**src/rtl/seven_seg_pkg.sv**
```systemverilog
// Shared constants for the seven-segment scan controller: digit count, scan states, hex glyphs.
// Pure declarations; no latency or backpressure of its own.
package seven_seg_pkg;

  localparam int NUM_DIGITS = 8;

  typedef enum logic {
    SHOW  = 1'b0,
    BLANK = 1'b1
  } scan_state_t;

  // Segment order a..g maps to bit6..bit0, active-high.
  localparam logic [6:0] SEG7 [16] = '{
    7'h7E, 7'h30, 7'h6D, 7'h79, 7'h33, 7'h5B, 7'h5F, 7'h70,
    7'h7F, 7'h7B, 7'h77, 7'h1F, 7'h4E, 7'h3D, 7'h4F, 7'h47
  };

endpackage

```
**src/rtl/seven_seg_hex_enc.sv**
```systemverilog
// Hex nibble to seven-segment glyph encoder; purely combinational, zero latency.
// No handshake, so it never stalls; all 16 codes map to a glyph.
module seven_seg_hex_enc
  import seven_seg_pkg::*;
(
  input  logic [3:0] nibble,
  output logic [6:0] pattern
);

  always_comb begin
    pattern = SEG7[nibble];
  end

endmodule

```
**src/rtl/seven_seg_scan_ctrl.sv**
```systemverilog
// 8-digit multiplexed display scanner; outputs registered (1 cycle), new value shown from next frame boundary.
// in_ready drops while a value is staged; SEVEN_SEG_LZS_EN enables leading-zero suppression.
module seven_seg_scan_ctrl
  import seven_seg_pkg::*;
#(
  parameter int DWELL_CYCLES = 50000,
  parameter int BLANK_CYCLES = 500
) (
  input  logic        clk,
  input  logic        rst_n,
  input  logic        in_valid,
  input  logic [31:0] in_data,
  output logic        in_ready,
  output logic [6:0]  seg,
  output logic [7:0]  dig_en,
  output logic        frame_done
);

  localparam int MAX_CYCLES = (DWELL_CYCLES > BLANK_CYCLES) ? DWELL_CYCLES : BLANK_CYCLES;
  localparam int CW         = $clog2(MAX_CYCLES + 1);
  localparam int DW         = $clog2(NUM_DIGITS);

  localparam logic [CW-1:0] DWELL_LOAD = CW'(DWELL_CYCLES);
  localparam logic [CW-1:0] BLANK_LOAD = CW'(BLANK_CYCLES);
  localparam logic [DW-1:0] LAST_DIGIT = DW'(NUM_DIGITS - 1);

  scan_state_t   state, state_nxt;
  logic [DW-1:0] digit, digit_nxt;
  logic [CW-1:0] cnt, cnt_nxt;
  logic          boundary;

  logic [31:0]   shadow, pending;
  logic          pending_full;
  logic          accept;

  logic [3:0]    cur_nibble;
  logic [6:0]    cur_pattern;
  logic          lit;
  logic [6:0]    seg_d;
  logic [7:0]    dig_en_d;

  assign in_ready = !pending_full;
  assign accept   = in_valid && in_ready;

  always_ff @(posedge clk or negedge rst_n) begin
    if (!rst_n) begin
      state        <= SHOW;
      digit        <= '0;
      cnt          <= DWELL_LOAD;
      shadow       <= '0;
      pending      <= '0;
      pending_full <= 1'b0;
      seg          <= '0;
      dig_en       <= '0;
      frame_done   <= 1'b0;
    end else begin
      state      <= state_nxt;
      digit      <= digit_nxt;
      cnt        <= cnt_nxt;
      seg        <= seg_d;
      dig_en     <= dig_en_d;
      frame_done <= boundary;
      // A staged value blocks acceptance, so swap and accept never coincide.
      if (boundary && pending_full) begin
        shadow       <= pending;
        pending_full <= 1'b0;
      end else if (accept) begin
        pending      <= in_data;
        pending_full <= 1'b1;
      end
    end
  end

  always_comb begin
    state_nxt = state;
    digit_nxt = digit;
    cnt_nxt   = cnt - 1'b1;
    boundary  = 1'b0;
    if (cnt <= CW'(1)) begin
      unique case (state)
        SHOW: begin
          if (BLANK_CYCLES == 0) begin
            digit_nxt = digit + 1'b1;
            cnt_nxt   = DWELL_LOAD;
            boundary  = (digit == LAST_DIGIT);
          end else begin
            state_nxt = BLANK;
            cnt_nxt   = BLANK_LOAD;
          end
        end
        BLANK: begin
          state_nxt = SHOW;
          digit_nxt = digit + 1'b1;
          cnt_nxt   = DWELL_LOAD;
          boundary  = (digit == LAST_DIGIT);
        end
        default: begin
          state_nxt = SHOW;
          cnt_nxt   = DWELL_LOAD;
        end
      endcase
    end
  end

  assign cur_nibble = shadow[{digit, 2'b00} +: 4];

  seven_seg_hex_enc u_enc (
    .nibble  (cur_nibble),
    .pattern (cur_pattern)
  );

`ifdef SEVEN_SEG_LZS_EN
  logic [DW-1:0] top_digit;

  // Digit 0 stays the floor so an all-zero value still shows one "0".
  always_comb begin
    top_digit = '0;
    for (int k = 0; k < NUM_DIGITS; k++) begin
      if (shadow[4*k +: 4] != 4'h0) top_digit = DW'(k);
    end
  end

  assign lit = (digit <= top_digit);
`else
  assign lit = 1'b1;
`endif

  always_comb begin
    seg_d    = '0;
    dig_en_d = '0;
    if (state == SHOW && lit) begin
      seg_d    = cur_pattern;
      dig_en_d = 8'(1) << digit;
    end
  end

endmodule

```
**config.mk**
```make
export PLATFORM = sky130hd
export DESIGN_NAME = seven_seg_scan_ctrl
export DESIGN_NICKNAME = d
export VERILOG_FILES = /design/src/rtl/seven_seg_pkg.sv /design/src/rtl/seven_seg_hex_enc.sv /design/src/rtl/seven_seg_scan_ctrl.sv
export SDC_FILE = /design/constraint.sdc
export NUM_CORES = 1
export LEC_CHECK = 0
export CELL_PAD_IN_SITES_DETAIL_PLACEMENT = 1
export CELL_PAD_IN_SITES_GLOBAL_PLACEMENT = 1
export CORE_AREA = 2 2 132 82
export DETAILED_ROUTE_END_ITERATION = 16
export DIE_AREA = 0 0 134 84
export MAX_ROUTING_LAYER = met4
export PLACE_DENSITY_LB_ADDON = 0.12
export SETUP_SLACK_MARGIN = 0.15
export SLEW_MARGIN = 20
export SYNTH_ARGS = -nofsm -noshare
export SYNTH_HDL_FRONTEND = slang
export SYNTH_SLANG_ARGS = --single-unit
```
**constraint.sdc**
```tcl
create_clock -name clk -period 2.7 [get_ports clk]
set_input_delay 0.405 -clock clk [delete_from_list [all_inputs] [get_ports clk]]
set_output_delay 0.405 -clock clk [all_outputs]
set_load 0.03 [all_outputs]
```
==> results.json, run 1 <==
{
  "status": "complete, but fails checks",
  "violations": "negative hold slack",
  "synth_area_mm2": 0.004528,
  "setup_violations": 0,
  "drt_iter0_drc": 122,
  "port_buffers": 51,
  "dpl_worst_slack_ns": 0.03930,
  "postRouteAntennaNets": 0,
  "postRouteWirelength_um": 9542,
  "ys.flop_type": "dfrtp_1",
  "finalWorstSetupSlack_ns": 0.3166,
  "h-tree-depth": 3,
  "crit_fanout": 7,
  "drt-pass1-iter-count": 4,
  "start_util": 0.4441,
  "die_y_um": 84,
  "synth.most_common_cell": "dfrtp_1",
  "hold_viol_final": 5,
  "netlist_top_cells_count": "dfrtp_1 (95), mux2_1 (42), mux2_2 (25)",
  "cap_viol_max_count": 0,
  "fin_crit_ns": 2.383,
  "cts_sinks": 101,
  "dp_hpwl_um": 6825,
  "p_per_area_mw_per_mm2": 550.2,
  "synth-seq-cells": 101,
  "clkSlewWorstSetupHoldPaths_ns": 0.07,
  "r2r_cells": 7,
  "reg2reg_slack_ns": 0.32,
  "cp-startpoint": "digit[0]$_DFFE_PN0P_",
  "synth_top_area_frac": 0.5250,
  "grt_pass1_wl_um": 16150,
  "overflow": 0,
  "yosys.area.top_type": "dfrtp_1",
  "antennaDiodeCount": 0,
  "synth_area_leaders": "dfrtp_1 (53%), mux2_1 (10%), mux2_2 (6.2%)",
  "worstPathArrival_ns": 2.60,
  "start_kind": "flip-flop",
  "leakage_nw": 2.514,
  "first_global_vias": 2965,
  "wl_per_cell_um": 17.74,
  "die_area_mm2": 0.01126,
  "clk_latency_ns": 0.35,
  "core_area_mm2": 0.01020,
  "peakVddDrop_mv": 0.3251,
  "async_flop_share": 1.000,
  "ioPinCount": 52,
  "yosys_warnings": 0,
  "cts-hold-fix-buffers": 0,
  "die_w_um": 134,
  "relSlewSlack": 0.5750,
  "finClkSkew_ns": 0.009121,
  "worst_pin_slew_ns": 0.6375,
  "hold_class": "primary input to async pin",
  "drive_gt1_frac": 0.1779,
  "nNetsFinal": 443,
  "drcViolationCount": 0,
  "slew_violations": 0,
  "via_per_inst": 5.178,
  "reg2reg_to": "seg[0]$_DFF_PN0_",
  "cp.required_ns": 2.92,
  "cts.repair_timing.setup_buffer_count": 0,
  "grt_max_degree": 70,
  "cts_tree": "done",
  "synth_cell_types": 49,
  "rsz0062_at_grt": "false",
  "cts-root-buf": "clkbuf_16",
  "worstReg2RegStart": "digit[0]$_DFFE_PN0P_",
  "syn-num-nets": 387,
  "syn_to_final_growth_pct": 21.86,
  "ys_seq_area_frac": 0.5598,
  "crit_type": "flip-flop to flip-flop",
  "cts_buffers": 9,
  "synth_enable_flop_cells": 0,
  "finalCritPeriodShare": 0.8828,
  "place_congestion": 0.9088,
  "fin_setup_tns_ns": 0,
  "grt_usage": 0.1949,
  "clock_path_buffers": 2,
  "fmax_ghz": 0.4196,
  "syn_inst": 338,
  "rows": 29,
  "vias": 2786,
  "antenna_found_initial": 0,
  "syn_area_per_cell_um2": 13.40,
  "end_kind": "flip-flop",
  "timing.hold.ws_ns": -0.008763
}
[layout make-up]
type,instances,area (µm²)
Timing Repair Buffer,61,608.1
Clock inverter,6,70.07
Clock buffer,10,229.0
Inverter,9,33.78
Sequential cell,101,2536
Tap cell,139,173.9
Fill cell,1020,4678
Multi-Input combinational cell,212,1867
[metrics by stage]
| step | cell area, µm² | utilization | instances | total power [mW] |
|---|---|---|---|---|
| 3_5_place_dp | 5205 | 0.5105 | 522 | 1.766 |
| 3_3_place_gp | 5205 | 0.5105 | 522 | 1.757 |
| 6_report | 5518 | 0.5412 | 538 | 3.036 |
| 5_1_grt | 5518 | 0.5412 | 538 | 3.166 |
| 4_1_cts | 5509 | 0.5403 | 538 | 3.078 |
| 2_1_floorplan | 4528 | - | 338 | 1.660 |
[layout by cell type (no fill, tap or decap), types with 3 or more instances in the layout]
master	count
mux2i_1	3
xnor2_1	8
nor2b_1	3
ha_1	14
a21oi_1	13
buf_4	9
dfstp_2	6
clkinvlp_4	3
mux2_1	42
o21ai_0	4
nand3_1	10
dfrtp_1	94
a211oi_1	3
mux4_1	5
clkbuf_16	9
clkdlybuf4s50_1	50
xor2_1	3
nor2_1	24
nand2_1	11
and2_1	8
mux2_2	25
or3_1	3
nor3_1	5
inv_1	9
[worst max-delay path, stage by stage (launching register included)]
cell	delay, ns
dfrtp_2	0.47
mux4_1	0.63
mux2i_4	0.26
inv_1	0.14
ha_1	0.25
nand2_1	0.10
a21oi_1	0.08
a311oi_1	0.33
[registers in the layout, summed over array words and instances (netlist names)]
register,flops
pending_full,1
state,1
dig_en,8
shadow,32
digit,3
pending,32
seg,7
cnt,16
frame_done,1
[report_power, final]
part           switching, mW  total, mW  internal [mW]
Sequential            0.0324       1.60           1.57
Combinational         0.0487      0.131         0.0820
Clock                  0.579       1.30          0.726
[timing repair]
action,in CTS,in global routing
pin swaps,0,0
gates resized for setup,2,1
endpoints found under the setup margin,4,2
[worst max-delay path by stage]
stage                                  end  slack [ns]  depth (start not counted)
after floorplan           seg[6]$_DFF_PN0_        0.33                          7
after global placement    seg[6]$_DFF_PN0_        0.14                          6
after detailed placement  seg[6]$_DFF_PN0_        0.04                          6
after CTS                 seg[6]$_DFF_PN0_        0.24                          6
after global routing      seg[6]$_DFF_PN0_        0.20                          6
final                     seg[0]$_DFF_PN0_        0.32                          7
[cell families after synthesis]
group / after synthesis / synth area share
compound gates: 31 / 0.04532
simple gates: 77 / 0.08787
buf+inv: 25 / 0.03122
mux: 79 / 0.2158
flops: 101 / 0.5598
xor+xnor: 11 / 0.02128
fa+ha+maj: 14 / 0.03869
[layer usage]
metal,track usage,share of wire,vias to the layer above
met4,0.04932,0.012,0
met5,-,0,-
met3,0.05222,0.040,10
met2,0.2872,0.44,55
li1,-,-,1301
met1,0.2693,0.51,1420
Power figures use the tool's default switching activity.
==> run 2, diff against run 1 <==
Settings changed: PLACE_DENSITY_LB_ADDON 0.12 to 0.15, SLEW_MARGIN 20 to default.
==> results.json, run 2 (synthesis results as in run 1) <==
{
  "h-tree-depth": 3,
  "clock_path_buffers": 2,
  "setup_violations": 0,
  "rows": 29,
  "finClkSkew_ns": 0.005290,
  "clkSlewWorstSetupHoldPaths_ns": 0.07,
  "grt_max_degree": 69,
  "placed_area_mm2": 0.005213,
  "worst_path_largest_cell_delay_ns": 0.63,
  "port_buffers": 51,
  "grt_usage": 0.1959,
  "crit_fanout": 8,
  "finalWorstSetupSlack_ns": 0.3072,
  "overflow": 0,
  "start_util": 0.4441,
  "postRouteWirelength_um": 9625,
  "fmax_ghz": 0.4179,
  "wl_per_cell_um": 17.86,
  "place_congestion": 0.8713,
  "dp_hpwl_um": 7127,
  "path_buf_inv": 1,
  "cts_buffers": 9,
  "worstPathArrival_ns": 2.64,
  "start_kind": "flip-flop",
  "power_switching_mw": 0.6189,
  "postRouteAntennaNets": 0,
  "drcViolationCount": 0,
  "top_regs": "pending x32, shadow x32, cnt x16",
  "fin_area_mm2": 0.005523,
  "crit_family": "multiplexers",
  "worst_pin_slew_ns": 0.6620,
  "combPwrFrac": 0.044,
  "finalCritPeriodShare": 0.8862,
  "die_y_um": 84,
  "peakVddDrop_mv": 0.2852,
  "cp.required_ns": 2.95,
  "grt_pass1_wl_um": 16410,
  "seqPwrFrac": 0.538,
  "drt_iter0_drc": 132,
  "syn_to_final_growth_pct": 21.97,
  "p_int_mw": 2.359,
  "clk_latency_ns": 0.34,
  "final_cell_mix": "dfrtp_1 (94), clkdlybuf4s50_1 (50), mux2_1 (42)",
  "final_common_cell": "dfrtp_1",
  "core_area_mm2": 0.01020,
  "relSlewSlack": 0.5586,
  "cp-startpoint": "digit[0]$_DFFE_PN0P_",
  "drive_gt1_frac": 0.1800,
  "clockPowerShare": 0.418,
  "fin_setup_tns_ns": 0,
  "die_area_mm2": 0.01126,
  "swShare": 0.2079,
  "p_per_area_mw_per_mm2": 539.1,
  "rsz0062_at_grt": "false",
  "hold_viol_final": 0,
  "timing.hold.ws_ns": 0.01129,
  "final_util": 0.5417,
  "cts_resized": 2,
  "slew_violations": 0,
  "drt-pass1-iter-count": 4,
  "cts-root-buf": "clkbuf_16",
  "nNetsFinal": 444,
  "worstPathCellList": "mux4_1 -> mux2i_4 -> inv_1 -> ha_1 -> mux2_1 -> a211oi_1",
  "cts_tree": "done",
  "first_global_vias": 3093,
  "cts.repair_timing.setup_buffer_count": 0,
  "antenna_found_initial": 0,
  "fin_crit_ns": 2.393,
  "via_per_inst": 5.223,
  "end_kind": "flip-flop",
  "status": "finished, final reports clean",
  "die_w_um": 134,
  "cap_viol_max_count": 0,
  "cts_sinks": 101,
  "antennaDiodeCount": 0,
  "leakage_nw": 2.530,
  "slowest_stage": "mux4_1",
  "vias": 2815,
  "crit_type": "flip-flop to flip-flop",
  "worstReg2RegStart": "digit[0]$_DFFE_PN0P_",
  "cts-hold-fix-buffers": 0,
  "hold_class": "primary input to async pin",
  "dpl_worst_slack_ns": 0.01830,
  "ioPinCount": 52
}
-- run 2: changes by cell type in the layout (fill, tap and decap cells not counted), sizes merged --
| cell | delta |
|---|---|
| buf | +1 |
| bufinv | -1 |
| clkbuf | +3 |
| clkinv | +2 |
| clkinvlp | -3 |
| inv | -1 |
-- run 2: worst reg2reg max path, delay by kind of cell, from the launching register on --
| kind | cells | cell delay, ns |
|---|---|---|
| buffers and inverters | 1 | 0.16 |
| adders and majority gates | 1 | 0.25 |
| muxes | 3 | 1.20 |
| DFF | 1 | 0.48 |
| AOI/OAI and AO/OA | 1 | 0.22 |
-- run 2: power groups by stage --
stage | clock network [mW] | registers (mW) | logic [mW]
2_1_floorplan | 0 | 1.61 | 0.0455
3_3_place_gp | 0 | 1.63 | 0.130
3_5_place_dp | 0 | 1.63 | 0.136
4_1_cts | 1.29 | 1.60 | 0.136
5_1_grt | 1.34 | 1.61 | 0.147
6_report | 1.25 | 1.60 | 0.131
-- run 2: metrics by stage --
step / instances / power [mW]
final: 539 / 2.977
after global routing: 539 / 3.101
after CTS: 539 / 3.025
after detailed placement: 523 / 1.766
after global placement: 523 / 1.757
after floorplan: 338 / 1.660
-- run 2: area by class of cell --
| class | instances | area (µm²) |
|---|---|---|
| well taps | 139 | 173.9 |
| multi-input cells | 212 | 1867 |
| inverters | 9 | 33.78 |
| clock inverters | 3 | 26.28 |
| flip-flops and latches | 101 | 2536 |
| repair buffers | 62 | 615.6 |
| fillers | 1031 | 4673 |
| clock buffers | 13 | 270.3 |
-- run 2: worst paths after layout --
check / endpoint / slack [ns] / cells past startpoint
max in group asynchronous: cnt[8]$_DFF_PN1_ / 1.93 / 2
max: seg[6]$_DFF_PN0_ / 0.31 / 6
max reg2reg: seg[6]$_DFF_PN0_ / 0.31 / 6
min in group clk: shadow[2]$_DFFE_PN0P_ / 0.49 / 1
min reg2reg: shadow[2]$_DFFE_PN0P_ / 0.49 / 1
min: pending[20]$_DFFE_PN0P_ / 0.01 / 1
-- run 2: metal layers --
layer | vias to the layer above | GRT usage | part of all wire
met2 | 54 | 0.2807 | 0.44
met1 | 1444 | 0.2769 | 0.52
met4 | 0 | 0.05222 | 0.010
met5 | - | - | 0
met3 | 10 | 0.05222 | 0.038
li1 | 1307 | - | -
